===== config.mk =====
export PLATFORM = sky130hd
export DESIGN_NAME = game_report_tx
export DESIGN_NICKNAME = d
export VERILOG_FILES = /design/src/rtl/game_report_tx.sv
export SDC_FILE = /design/constraint.sdc
export NUM_CORES = 1
export LEC_CHECK = 0
export CORE_MARGIN = 5
export CORE_UTILIZATION = 50
export CTS_CLUSTER_SIZE = 8
export DETAILED_ROUTE_END_ITERATION = 10
export HOLD_SLACK_MARGIN = 0.1
export PLACE_DENSITY = 0.74
export SLEW_MARGIN = 30
export SYNTH_ARGS = -nofsm -noshare
export SYNTH_HDL_FRONTEND = slang
export SYNTH_SLANG_ARGS = --single-unit

===== constraint.sdc =====
create_clock -name clk -period 5.2 [get_ports clk]
set_input_delay 1.3 -clock clk [delete_from_list [all_inputs] [get_ports clk]]
set_output_delay 1.3 -clock clk [all_outputs]
set_load 0.01 [all_outputs]

===== src/rtl/game_report_tx.sv =====
// game_report_tx
//   Sends a fixed 7-byte game status frame to the UART transmitter byte
//   interface. A frame goes out once after reset and whenever any reported
//   field differs from the values carried by the last frame.
//   Frame: HEADER, {6'b0,state}, mole_score, {4'b0,left_time[11:8]},
//          left_time[7:0], {4'b0,mole_find}, 8-bit wrapping checksum of bytes 0..5.
//   Optional feature macro: REPORT_HEARTBEAT_EN. When it is defined, a
//   frame is also sent after PERIOD_MS of silence.
//
// Ports
//   clk, rst           system clock, synchronous active-high reset
//   state, mole_score, mole_find, left_time   game status inputs
//   tx_data, tx_data_valid, tx_data_ready     byte handshake to uart_tx
//   busy               frame or trailing gap in progress
//   frame_cnt          completed frames, wraps 255 -> 0
//
// FSM states
//   state  | meaning
//   IDLE   | waiting for a trigger (boot, field change, heartbeat)
//   SEND   | presenting frame byte byte_idx from the snapshot
//   GAP    | forced idle clocks after a frame
module game_report_tx #(
  parameter int         CLK_FRE    = 27,
  parameter int         GAP_CYCLES = 16,
  parameter logic [7:0] HEADER     = 8'hA5,
  parameter int         PERIOD_MS  = 500
) (
  input  logic        clk,
  input  logic        rst,
  input  logic [1:0]  state,
  input  logic [7:0]  mole_score,
  input  logic [3:0]  mole_find,
  input  logic [11:0] left_time,
  output logic [7:0]  tx_data,
  output logic        tx_data_valid,
  input  logic        tx_data_ready,
  output logic        busy,
  output logic [7:0]  frame_cnt
);

  localparam logic [1:0] S_IDLE = 2'd0;
  localparam logic [1:0] S_SEND = 2'd1;
  localparam logic [1:0] S_GAP  = 2'd2;

  localparam int GAP_W = (GAP_CYCLES > 1) ? $clog2(GAP_CYCLES) : 1;
  localparam logic [GAP_W-1:0] GAP_LOAD = GAP_W'(GAP_CYCLES - 1);
  localparam longint HB_CYCLES = longint'(CLK_FRE) * 1000 * longint'(PERIOD_MS);

  if (GAP_CYCLES < 1 || HB_CYCLES < 1) begin : g_bad_param
    $error("game_report_tx: GAP_CYCLES and heartbeat period must be at least 1");
  end

  logic [1:0]       fsm_q, fsm_d;
  logic [2:0]       byte_idx_q, byte_idx_d;
  logic [GAP_W-1:0] gap_cnt_q, gap_cnt_d;
  logic [7:0]       frame_cnt_q, frame_cnt_d;
  logic             pending_boot_q, pending_boot_d;
  logic [1:0]       snap_state_q, snap_state_d;
  logic [7:0]       snap_score_q, snap_score_d;
  logic [3:0]       snap_find_q, snap_find_d;
  logic [11:0]      snap_time_q, snap_time_d;

  logic       hb_trig;
  logic       trigger;
  logic       frame_start;
  logic [7:0] checksum;
  logic [7:0] frame_byte;

  assign trigger = pending_boot_q | hb_trig |
                   (state != snap_state_q) | (mole_score != snap_score_q) |
                   (left_time != snap_time_q) | (mole_find != snap_find_q);
  assign frame_start = (fsm_q == S_IDLE) && trigger;

  assign checksum = HEADER + {6'b0, snap_state_q} + snap_score_q +
                    {4'b0, snap_time_q[11:8]} + snap_time_q[7:0] + {4'b0, snap_find_q};

  always_comb begin
    frame_byte = checksum;
    case (byte_idx_q)
      3'd0: frame_byte = HEADER;
      3'd1: frame_byte = {6'b0, snap_state_q};
      3'd2: frame_byte = snap_score_q;
      3'd3: frame_byte = {4'b0, snap_time_q[11:8]};
      3'd4: frame_byte = snap_time_q[7:0];
      3'd5: frame_byte = {4'b0, snap_find_q};
      default: frame_byte = checksum;
    endcase
  end

  always_comb begin
    fsm_d          = fsm_q;
    byte_idx_d     = byte_idx_q;
    gap_cnt_d      = gap_cnt_q;
    frame_cnt_d    = frame_cnt_q;
    pending_boot_d = pending_boot_q;
    snap_state_d   = snap_state_q;
    snap_score_d   = snap_score_q;
    snap_find_d    = snap_find_q;
    snap_time_d    = snap_time_q;
    case (fsm_q)
      S_IDLE: begin
        if (frame_start) begin
          snap_state_d   = state;
          snap_score_d   = mole_score;
          snap_find_d    = mole_find;
          snap_time_d    = left_time;
          pending_boot_d = 1'b0;
          byte_idx_d     = 3'd0;
          fsm_d          = S_SEND;
        end
      end
      S_SEND: begin
        if (tx_data_ready) begin
          if (byte_idx_q == 3'd6) begin
            frame_cnt_d = frame_cnt_q + 8'd1;
            gap_cnt_d   = GAP_LOAD;
            fsm_d       = S_GAP;
          end else begin
            byte_idx_d = byte_idx_q + 3'd1;
          end
        end
      end
      S_GAP: begin
        if (gap_cnt_q == '0) begin
          fsm_d = S_IDLE;
        end else begin
          gap_cnt_d = gap_cnt_q - GAP_W'(1);
        end
      end
      default: fsm_d = S_IDLE;
    endcase
  end

  always_ff @(posedge clk) begin
    if (rst) begin
      fsm_q          <= S_IDLE;
      byte_idx_q     <= 3'd0;
      gap_cnt_q      <= '0;
      frame_cnt_q    <= 8'd0;
      pending_boot_q <= 1'b1;
      snap_state_q   <= 2'd0;
      snap_score_q   <= 8'd0;
      snap_find_q    <= 4'd0;
      snap_time_q    <= 12'd0;
    end else begin
      fsm_q          <= fsm_d;
      byte_idx_q     <= byte_idx_d;
      gap_cnt_q      <= gap_cnt_d;
      frame_cnt_q    <= frame_cnt_d;
      pending_boot_q <= pending_boot_d;
      snap_state_q   <= snap_state_d;
      snap_score_q   <= snap_score_d;
      snap_find_q    <= snap_find_d;
      snap_time_q    <= snap_time_d;
    end
  end

`ifdef REPORT_HEARTBEAT_EN
  localparam logic [31:0] HB_LOAD = 32'(HB_CYCLES - 1);
  logic [31:0] hb_cnt_q, hb_cnt_d;
  logic        hb_req_q, hb_req_d;
  logic        hb_wrap;

  // The wrap itself counts as a request so frame starts are spaced by
  // exactly the heartbeat period; a frame start restarts the period.
  always_comb begin
    hb_wrap  = (hb_cnt_q == 32'd0);
    hb_cnt_d = hb_wrap ? HB_LOAD : hb_cnt_q - 32'd1;
    hb_req_d = hb_req_q | hb_wrap;
    if (frame_start) begin
      hb_cnt_d = HB_LOAD;
      hb_req_d = 1'b0;
    end
  end

  assign hb_trig = hb_req_q | hb_wrap;

  always_ff @(posedge clk) begin
    if (rst) begin
      hb_cnt_q <= HB_LOAD;
      hb_req_q <= 1'b0;
    end else begin
      hb_cnt_q <= hb_cnt_d;
      hb_req_q <= hb_req_d;
    end
  end
`else
  assign hb_trig = 1'b0;
`endif

  assign busy          = (fsm_q != S_IDLE);
  assign tx_data_valid = (fsm_q == S_SEND);
  assign tx_data       = (fsm_q == S_SEND) ? frame_byte : 8'd0;
  assign frame_cnt     = frame_cnt_q;

endmodule


==> results.tsv, run 1 <==
stage	metric	value	unit
logic_synthesis	register area share after synthesis	28.51	%
logic_synthesis	FF+latch count, synth	44	
timing	RSZ-0062 raised after global routing	yes	
worst_setup_path	crit end category	output pin	
logic_synthesis	largest cells by area after synthesis	dfxtp_1 (29%), ha_1 (11%), xor2_1 (8.8%)	
clock_tree	CTS H-Tree Depth	2	
logic_synthesis	Syn. warnings	0	
logic_synthesis	Yosys top cell by area	dfxtp_1	
global_routing	vias in the first global route	2542	
timing	Final setup viols	0	
timing	Final WS setup	0.1469	ns
floorplanning	I/O pin count	47	
floorplanning	area of the core	5956	um^2
worst_setup_path	r2r worst-path depth	8	
detailed_routing	Vias	2517	
cells_and_area	# diodes	0	
worst_setup_path	crit start category	flop	
global_routing	initial antenna violation count	0	
placement	port bufs	46	
detailed_routing	DRC	0	
worst_setup_path	Critical R2R Capture	snap_score_q[2]	
power_and_ir_drop	Pleak	1.689	nW
worst_setup_path	CP Class	reg -> out	
clock_tree	Max clock buf depth	2	
cells_and_area	Fillers	533	
worst_setup_path	Crit Path Max Fanout	2	
worst_setup_path	crit-path cells	inv_1, fa_1, inv_1, fa_1, inv_1, fa_1, inv_1, ha_1, inv_1, fa_2, nor2b_2, nor3_2, o21ai_0, a21oi_1, a211oi_1, nor2_1, buf_2	
global_routing	gr ovfl total	0	
cells_and_area	commonest non-fill, non-tap cell in the layout	nor2_1	
timing	clk_skew	0.003727	ns
logic_synthesis	Synth async-reset ratio	0	%
logic_synthesis	count of cell types in the netlist	47	
cells_and_area	P&R area growth vs syn	22.88	%
floorplanning	die area	7850	um^2
timing	Final Cycle Share	97.18	%
worst_setup_path	CP dominant cell by count	inv_1	
timing	Final Hold Vio Count	0	
logic_synthesis	post-synthesis net count	417	
clock_tree	Inserted Clock Buffers	5	
worst_setup_path	CP delay by family, top	adder cells	
detailed_routing	DRT iter0 DRCs	113	
worst_setup_path	buffers plus inverters on the worst setup path	6	
timing	Sum Neg Setup Slack	0	ns
detailed_routing	1st-pass router iterations	4	
global_routing	largest net degree at the start of global routing	46	
cells_and_area	final net count	463	
clock_tree	Root Driver	clkbuf_8	
detailed_routing	Routed WL	7.256	mm
logic_synthesis	Mapped Cells	353	
timing	max_slew headroom	56.34	%
timing	Fmax	197.9	MHz
cells_and_area	Sequential Area	883.3	um^2
power_and_ir_drop	power density cells	280.2	nW/um^2
logic_synthesis	Syn Area/Cell	8.751	um^2
worst_setup_path	worst setup path end	tx_data[5]	
timing	crit path time final	5.053	ns
placement	pre-CTS setup slack	-0.01490	ns
power_and_ir_drop	VDD IR max	152.8	uV
logic_synthesis	Yosys top cell area share	28.51	%
worst_setup_path	FF-to-FF setup slack	2.75	ns
clock_tree	Clk Latency, worst-skew pair	0.30	ns
floorplanning	Die Ht	88.60	um
clock_tree	Post-CTS Setup Inserts	0	
worst_setup_path	cell depth of the worst setup path	17	
cells_and_area	commonest cells after routing, fill and taps aside	nor2_1 (50), dfxtp_1 (42), inv_1 (41), clkdlybuf4s50_1 (40), xor2_1 (31)	
min_path	Hold Path Class	reg -> reg	
run_status	outcome	completed	
clock_tree	clock slew at reported path FFs	0.09	ns
detailed_routing	number of routed nets with antenna violations	0	
floorplanning	# rows	28	
worst_setup_path	Worst Path Required	3.90	ns
placement	global placement routability congestion	0.8578	
clock_tree	Sink Count	44	
floorplanning	Starting Density	51.87	%
global_routing	first-pass GRT wire length	11.66	mm
logic_synthesis	Main synth FF type	dfxtp_1	
timing	Slew Limit Fails	0	
worst_setup_path	reg2reg start	snap_state_q[1]	
global_routing	Tot GR Track Use	19.06	%
worst_setup_path	slowest stage delay, CP	0.53	ns
floorplanning	Die Width	88.60	um
cells_and_area	layout cells sized above 1	8.500	%
logic_synthesis	Post-synth EDFFs	0	
worst_setup_path	Worst Setup SP	snap_state_q[1]	
detailed_routing	WL per Instance	15.28	um
worst_setup_path	CP max-delay cell	fa_1	
worst_setup_path	CP arrival	3.75	ns
flow_run	max cap viols	0	
placement	post-DP HPWL	5.385	mm
logic_synthesis	Mapped Area	3089	um^2
detailed_routing	vias per inst	5.299	
clock_tree	TritonCTS clock tree	built	
cells_and_area	multi-input logic area	1983	um^2
timing	measured slew at the worst slew-check pin	0.6524	ns
==> worst register-to-register path, stage by stage, from the launching register on <==
cell,delay [ns]
dfxtp_2,0.32
buf_4,0.14
xor2_1,0.16
nor4_2,0.33
nand4_2,0.27
o21ai_4,0.61
buf_12,0.24
mux2i_1,0.20
nor2_1,0.06
==> metrics by stage <==
| stage | cells | hold slack, ns | utilization, % | total power, mW | cell area, um^2 |
|---|---|---|---|---|---|
| CTS | 475 | 0.4867 | 63.30 | 1.059 | 3770 |
| floorplan | 353 | 0.4472 | - | 0.5934 | 3089 |
| finish | 475 | 0.4807 | 63.74 | 1.064 | 3796 |
| global placement | 467 | 0.4548 | 60.86 | 0.6820 | 3625 |
| detailed placement | 467 | 0.4657 | 60.86 | 0.6910 | 3625 |
| global route | 475 | 0.5047 | 63.74 | 1.120 | 3796 |
==> Yosys cell counts, types with 2 or more instances <==
| cell | instances |
|---|---|
| o21ai_0 | 7 |
| ha_1 | 26 |
| nor4_1 | 4 |
| a22oi_1 | 2 |
| buf_2 | 2 |
| buf_12 | 2 |
| nor2_1 | 50 |
| nor4_2 | 4 |
| nand2_1 | 18 |
| nand3_1 | 7 |
| inv_1 | 41 |
| a211oi_1 | 3 |
| fa_1 | 9 |
| clkbuf_1 | 8 |
| nor3b_1 | 2 |
| a21oi_1 | 19 |
| xor2_1 | 31 |
| nor3_1 | 2 |
| mux2i_1 | 26 |
| nand2b_1 | 2 |
| nor2b_1 | 4 |
| buf_1 | 2 |
| dfxtp_1 | 44 |
| a21o_1 | 2 |
| nand4_1 | 2 |
| xnor2_1 | 10 |
| a221oi_1 | 4 |
==> per-layer routing <==
layer | global-route usage, % | wire [um] | up-vias
li1 | - | - | 1275
met1 | 25.32 | 3259 | 1174
met2 | 31.88 | 3368 | 64
met3 | 4.469 | 595 | 4
met4 | 3.709 | 32 | 0
met5 | 0 | 0 | -
==> sequential cells by signal, summed over array words and instances, names as in the netlist <==
name	count
byte_idx_q	3
frame_cnt	8
fsm_q	2
gap_cnt_q	4
pending_boot_q	1
snap_find_q	4
snap_score_q	8
snap_state_q	2
snap_time_q	12
==> power breakdown <==
group / internal (mW) / switching, mW / leakage, nW
combinational: 0.156 / 0.166 / 1.25
clock: 0.240 / 0.127 / 0.0784
sequential: 0.354 / 0.0207 / 0.362
==> repair_timing <==
action	in CTS	in global routing
hold buffers	0	0
gates resized for setup	12	9
pin swaps	0	3
cloned	0	0
endpoints found under the setup margin	5	4
==> cell type report <==
class                           instances  share of cell area [%]
Clock buffer                            5                   1.813
Clock inverter                          3                   2.373
Inverter                               41                   4.054
Multi-Input combinational cell        253                   52.24
Sequential cell                        44                   23.27
Tap cell                               75                   2.472
Timing Repair Buffer                   54                   13.78
==> kinds of logic (layout without fill, tap and decap cells) <==
group                    after synthesis  count (layout)  synth area share, %
AND/OR/NAND/NOR                      102             102                16.16
multiplexers                          27              27                8.789
flip-flops                            44              44                28.51
AO/OA/AOI/OAI                         48              48                10.37
buffers and inverters                 56             103                8.182
XOR/XNOR                              41              41                11.62
adder cells (fa/ha/maj)               35              35                16.36
==> worst min-delay path by stage <==
stage          cells after the start              to           start  slack, ns
4_1_cts                            1  pending_boot_q  pending_boot_q       0.49
2_1_floorplan                      1  pending_boot_q  pending_boot_q       0.45
3_5_place_dp                       1  pending_boot_q  pending_boot_q       0.47
6_report                           1  pending_boot_q  pending_boot_q       0.48
3_3_place_gp                       1  pending_boot_q  pending_boot_q       0.45
5_1_grt                            1  pending_boot_q  pending_boot_q       0.50
Note: power is estimated with default switching activity, not from simulation.
==> run 2, diff against run 1 <==
==> constraint.sdc (replaced) <==
create_clock -name clk -period 5.9 [get_ports clk]
set_input_delay 1.475 -clock clk [delete_from_list [all_inputs] [get_ports clk]]
set_output_delay 1.475 -clock clk [all_outputs]
set_load 0.01 [all_outputs]
==> run 2 against run 1 <==
Compared with the run above:
- global-route usage down 0.33 points
- sequential power shrank 12%
- setup slack better by 0.15 ns
- via count shrank 0.52%
- non-clock buffer count is 4 lower
- routed wire length decreased by 3.9%
- sequential share of layout area increased by 0.43 points
- largest power group unchanged
==> results.tsv, run 2 (synthesis gave the netlist of run 1 again) <==
stage	metric	value	unit	change
global_routing	vias in the first global route	2447		-3.7%
run_status	outcome	completed		
flow_run	max cap viols	0		unchanged
timing	RSZ-0062 raised after global routing	no		
clock_tree	Post-CTS Setup Inserts	0		unchanged
timing	Fmax	178.6	MHz	
timing	WHS	0.4849	ns	+0.004226 ns
clock_tree	clock slew at reported path FFs	0.09	ns	about the same
worst_setup_path	Worst Path Required	4.43	ns	+0.53 ns
placement	pre-CTS setup slack	0.3796	ns	+0.3945 ns
worst_setup_path	CP dominant cell by count	inv_1		
detailed_routing	DRC	0		unchanged
floorplanning	# rows	28		unchanged
clock_tree	CTS H-Tree Depth	2		unchanged
worst_setup_path	CP arrival	4.12	ns	+0.37 ns
timing	max_slew headroom	57.87	%	+1.5 points
cells_and_area	final net count	459		-0.86%
cells_and_area	multi-input logic area	1966	um^2	-0.88%
cells_and_area	Sequential Area	880.8	um^2	-0.28%
worst_setup_path	slowest stage delay, CP	0.57	ns	+0.04 ns
clock_tree	Inserted Clock Buffers	5		unchanged
timing	Final Hold Vio Count	0		unchanged
detailed_routing	1st-pass router iterations	6		+2
timing	Slew Limit Fails	0		unchanged
worst_setup_path	Crit Path Max Fanout	4		+2
clock_tree	Max clock buf depth	2		unchanged
worst_setup_path	crit start category	flop		
global_routing	gr ovfl total	0		unchanged
worst_setup_path	CP max-delay cell	clkdlybuf4s50_1		
timing	Sum Neg Setup Slack	0	ns	unchanged
timing	Final WS setup	0.3018	ns	+0.1549 ns
floorplanning	I/O pin count	47		unchanged
worst_setup_path	FF-to-FF setup slack	3.52	ns	+0.77 ns
floorplanning	Die Width	88.60	um	unchanged
global_routing	initial antenna violation count	0		unchanged
placement	post-DP HPWL	5.281	mm	-1.9%
power_and_ir_drop	power density cells	223.5	nW/um^2	-20%
cells_and_area	max reg flops	12		unchanged
power_and_ir_drop	Power, Total	0.8308	mW	-22%
floorplanning	Starting Density	51.87	%	unchanged
floorplanning	area of the core	5956	um^2	unchanged
cells_and_area	commonest non-fill, non-tap cell in the layout	nor2_1		
detailed_routing	vias per inst	5.316		+0.33%
detailed_routing	DRT iter0 DRCs	80		-29%
worst_setup_path	buffers plus inverters on the worst setup path	5		-1
timing	Final Cycle Share	94.89	%	
global_routing	largest net degree at the start of global routing	46		unchanged
timing	Final setup viols	0		unchanged
cells_and_area	layout cells sized above 1	5.303	%	-3.2 points
power_and_ir_drop	Pleak	1.640	nW	-2.9%
clock_tree	Root Driver	clkbuf_8		
power_and_ir_drop	VDD IR max	131.7	uV	-14%
placement	global placement routability congestion	0.9114		+6.2%
clock_tree	Clk Latency, worst-skew pair	0.29	ns	about the same
worst_setup_path	CP delay by family, top	adder cells		
detailed_routing	number of routed nets with antenna violations	0		unchanged
cells_and_area	Final Util	62.42	%	-1.3 points
clock_tree	TritonCTS clock tree	built		
worst_setup_path	crit end category	output pin		
global_routing	first-pass GRT wire length	11.50	mm	-1.4%
global_routing	Tot GR Track Use	18.72	%	-0.33 points
cells_and_area	Fillers	538		+0.94%
floorplanning	Die Ht	88.60	um	unchanged
worst_setup_path	CP Class	reg -> out		
worst_setup_path	crit-path cells	inv_1, fa_1, inv_1, fa_1, inv_1, fa_1, inv_1, ha_1, a21o_1, a21oi_1, nor2b_1, o21ai_0, nand3_1, o211ai_1, clkdlybuf4s50_1		
cells_and_area	P&R area growth vs syn	20.33	%	
detailed_routing	Vias	2504		-0.52%
clock_tree	Sink Count	44		unchanged
timing	crit path time final	5.598	ns	
cells_and_area	commonest cells after routing, fill and taps aside	nor2_1 (50), dfxtp_1 (44), clkdlybuf4s50_1 (44), inv_1 (41), xor2_1 (31)		
cells_and_area	register with the highest flop count	snap_time_q		
min_path	Hold Path Class	reg -> reg		
timing	clk_skew	0.01001	ns	+0.006280 ns
timing	measured slew at the worst slew-check pin	0.6320	ns	-0.02041 ns
clock_tree	hold buffer count at cts	0		unchanged
detailed_routing	Routed WL	6.971	mm	-3.9%
detailed_routing	WL per Instance	14.80	um	-3.1%
cells_and_area	# diodes	0		unchanged
floorplanning	die area	7850	um^2	unchanged
placement	port bufs	46		unchanged
-- run 2: cell count changes in the layout (fill, tap and decap cells not counted), moves of 2 or more --
cell,change
dfxtp_2,-2
buf_4,-4
dfxtp_1,+2
dlygate4sd2_1,-2
clkdlybuf4s50_1,+4
bufinv_16,-2
buf_2,-2
-- run 2: worst paths after layout --
check | from | endpoint | depth (start not counted)
worst max-delay path | snap_state_q[1] | tx_data[6] | 15
worst min-delay path | pending_boot_q | pending_boot_q | 1
worst max register to register | snap_time_q[8] | snap_find_q[2] | 7
worst min register to register | pending_boot_q | pending_boot_q | 1
-- run 2: final cells by class --
class | count | area share (%)
clock buffers | 6 | 1.952
flip-flops and latches | 44 | 23.70
clock inverters | 2 | 0.9424
repair buffers | 50 | 13.87
inverters | 41 | 4.140
multi-input cells | 253 | 52.88
well taps | 75 | 2.524
-- run 2: repair_timing --
item / CTS / global route
endpoints found under the hold margin: 0 / 0
endpoints found under the setup margin: 0 / 2
resized for setup: 0 / 3
-- run 2: power breakdown --
group          leakage, nW  internal, mW  total [mW]  switching (mW)
logic                 1.22         0.132       0.269           0.137
registers            0.361         0.312       0.330          0.0188
clock network       0.0552         0.126       0.232           0.106
-- run 2: routing by layer --
| metal | up-vias | track usage (%) | wire (um) |
|---|---|---|---|
| met1 | 1167 | 25.46 | 3332 |
| li1 | 1264 | - | - |
| met3 | 7 | 4.469 | 445 |
| met2 | 66 | 30.39 | 3131 |
| met4 | 0 | 3.984 | 62 |
| met5 | - | 0 | 0 |
-- run 2: through the flow --
step,area (um^2),std cells
after global placement,3575,462
after floorplan,3089,353
final,3717,471
after global routing,3717,471
after detailed placement,3602,463
after CTS,3710,471
==> run 3, diff against run 2 <==
--- a/config.mk
+++ b/config.mk
@@ -5,9 +5,10 @@
 export SDC_FILE = /design/constraint.sdc
 export NUM_CORES = 1
 export LEC_CHECK = 0
+export ABC_CLOCK_PERIOD_IN_PS = 5900
 export CORE_MARGIN = 5
 export CORE_UTILIZATION = 50
-export CTS_CLUSTER_SIZE = 8
+export CTS_CLUSTER_SIZE = 28
 export DETAILED_ROUTE_END_ITERATION = 10
 export HOLD_SLACK_MARGIN = 0.1
 export PLACE_DENSITY = 0.74
==> results of run 3 <==
Final layout, timing and power as in run 2 (identical DEF).
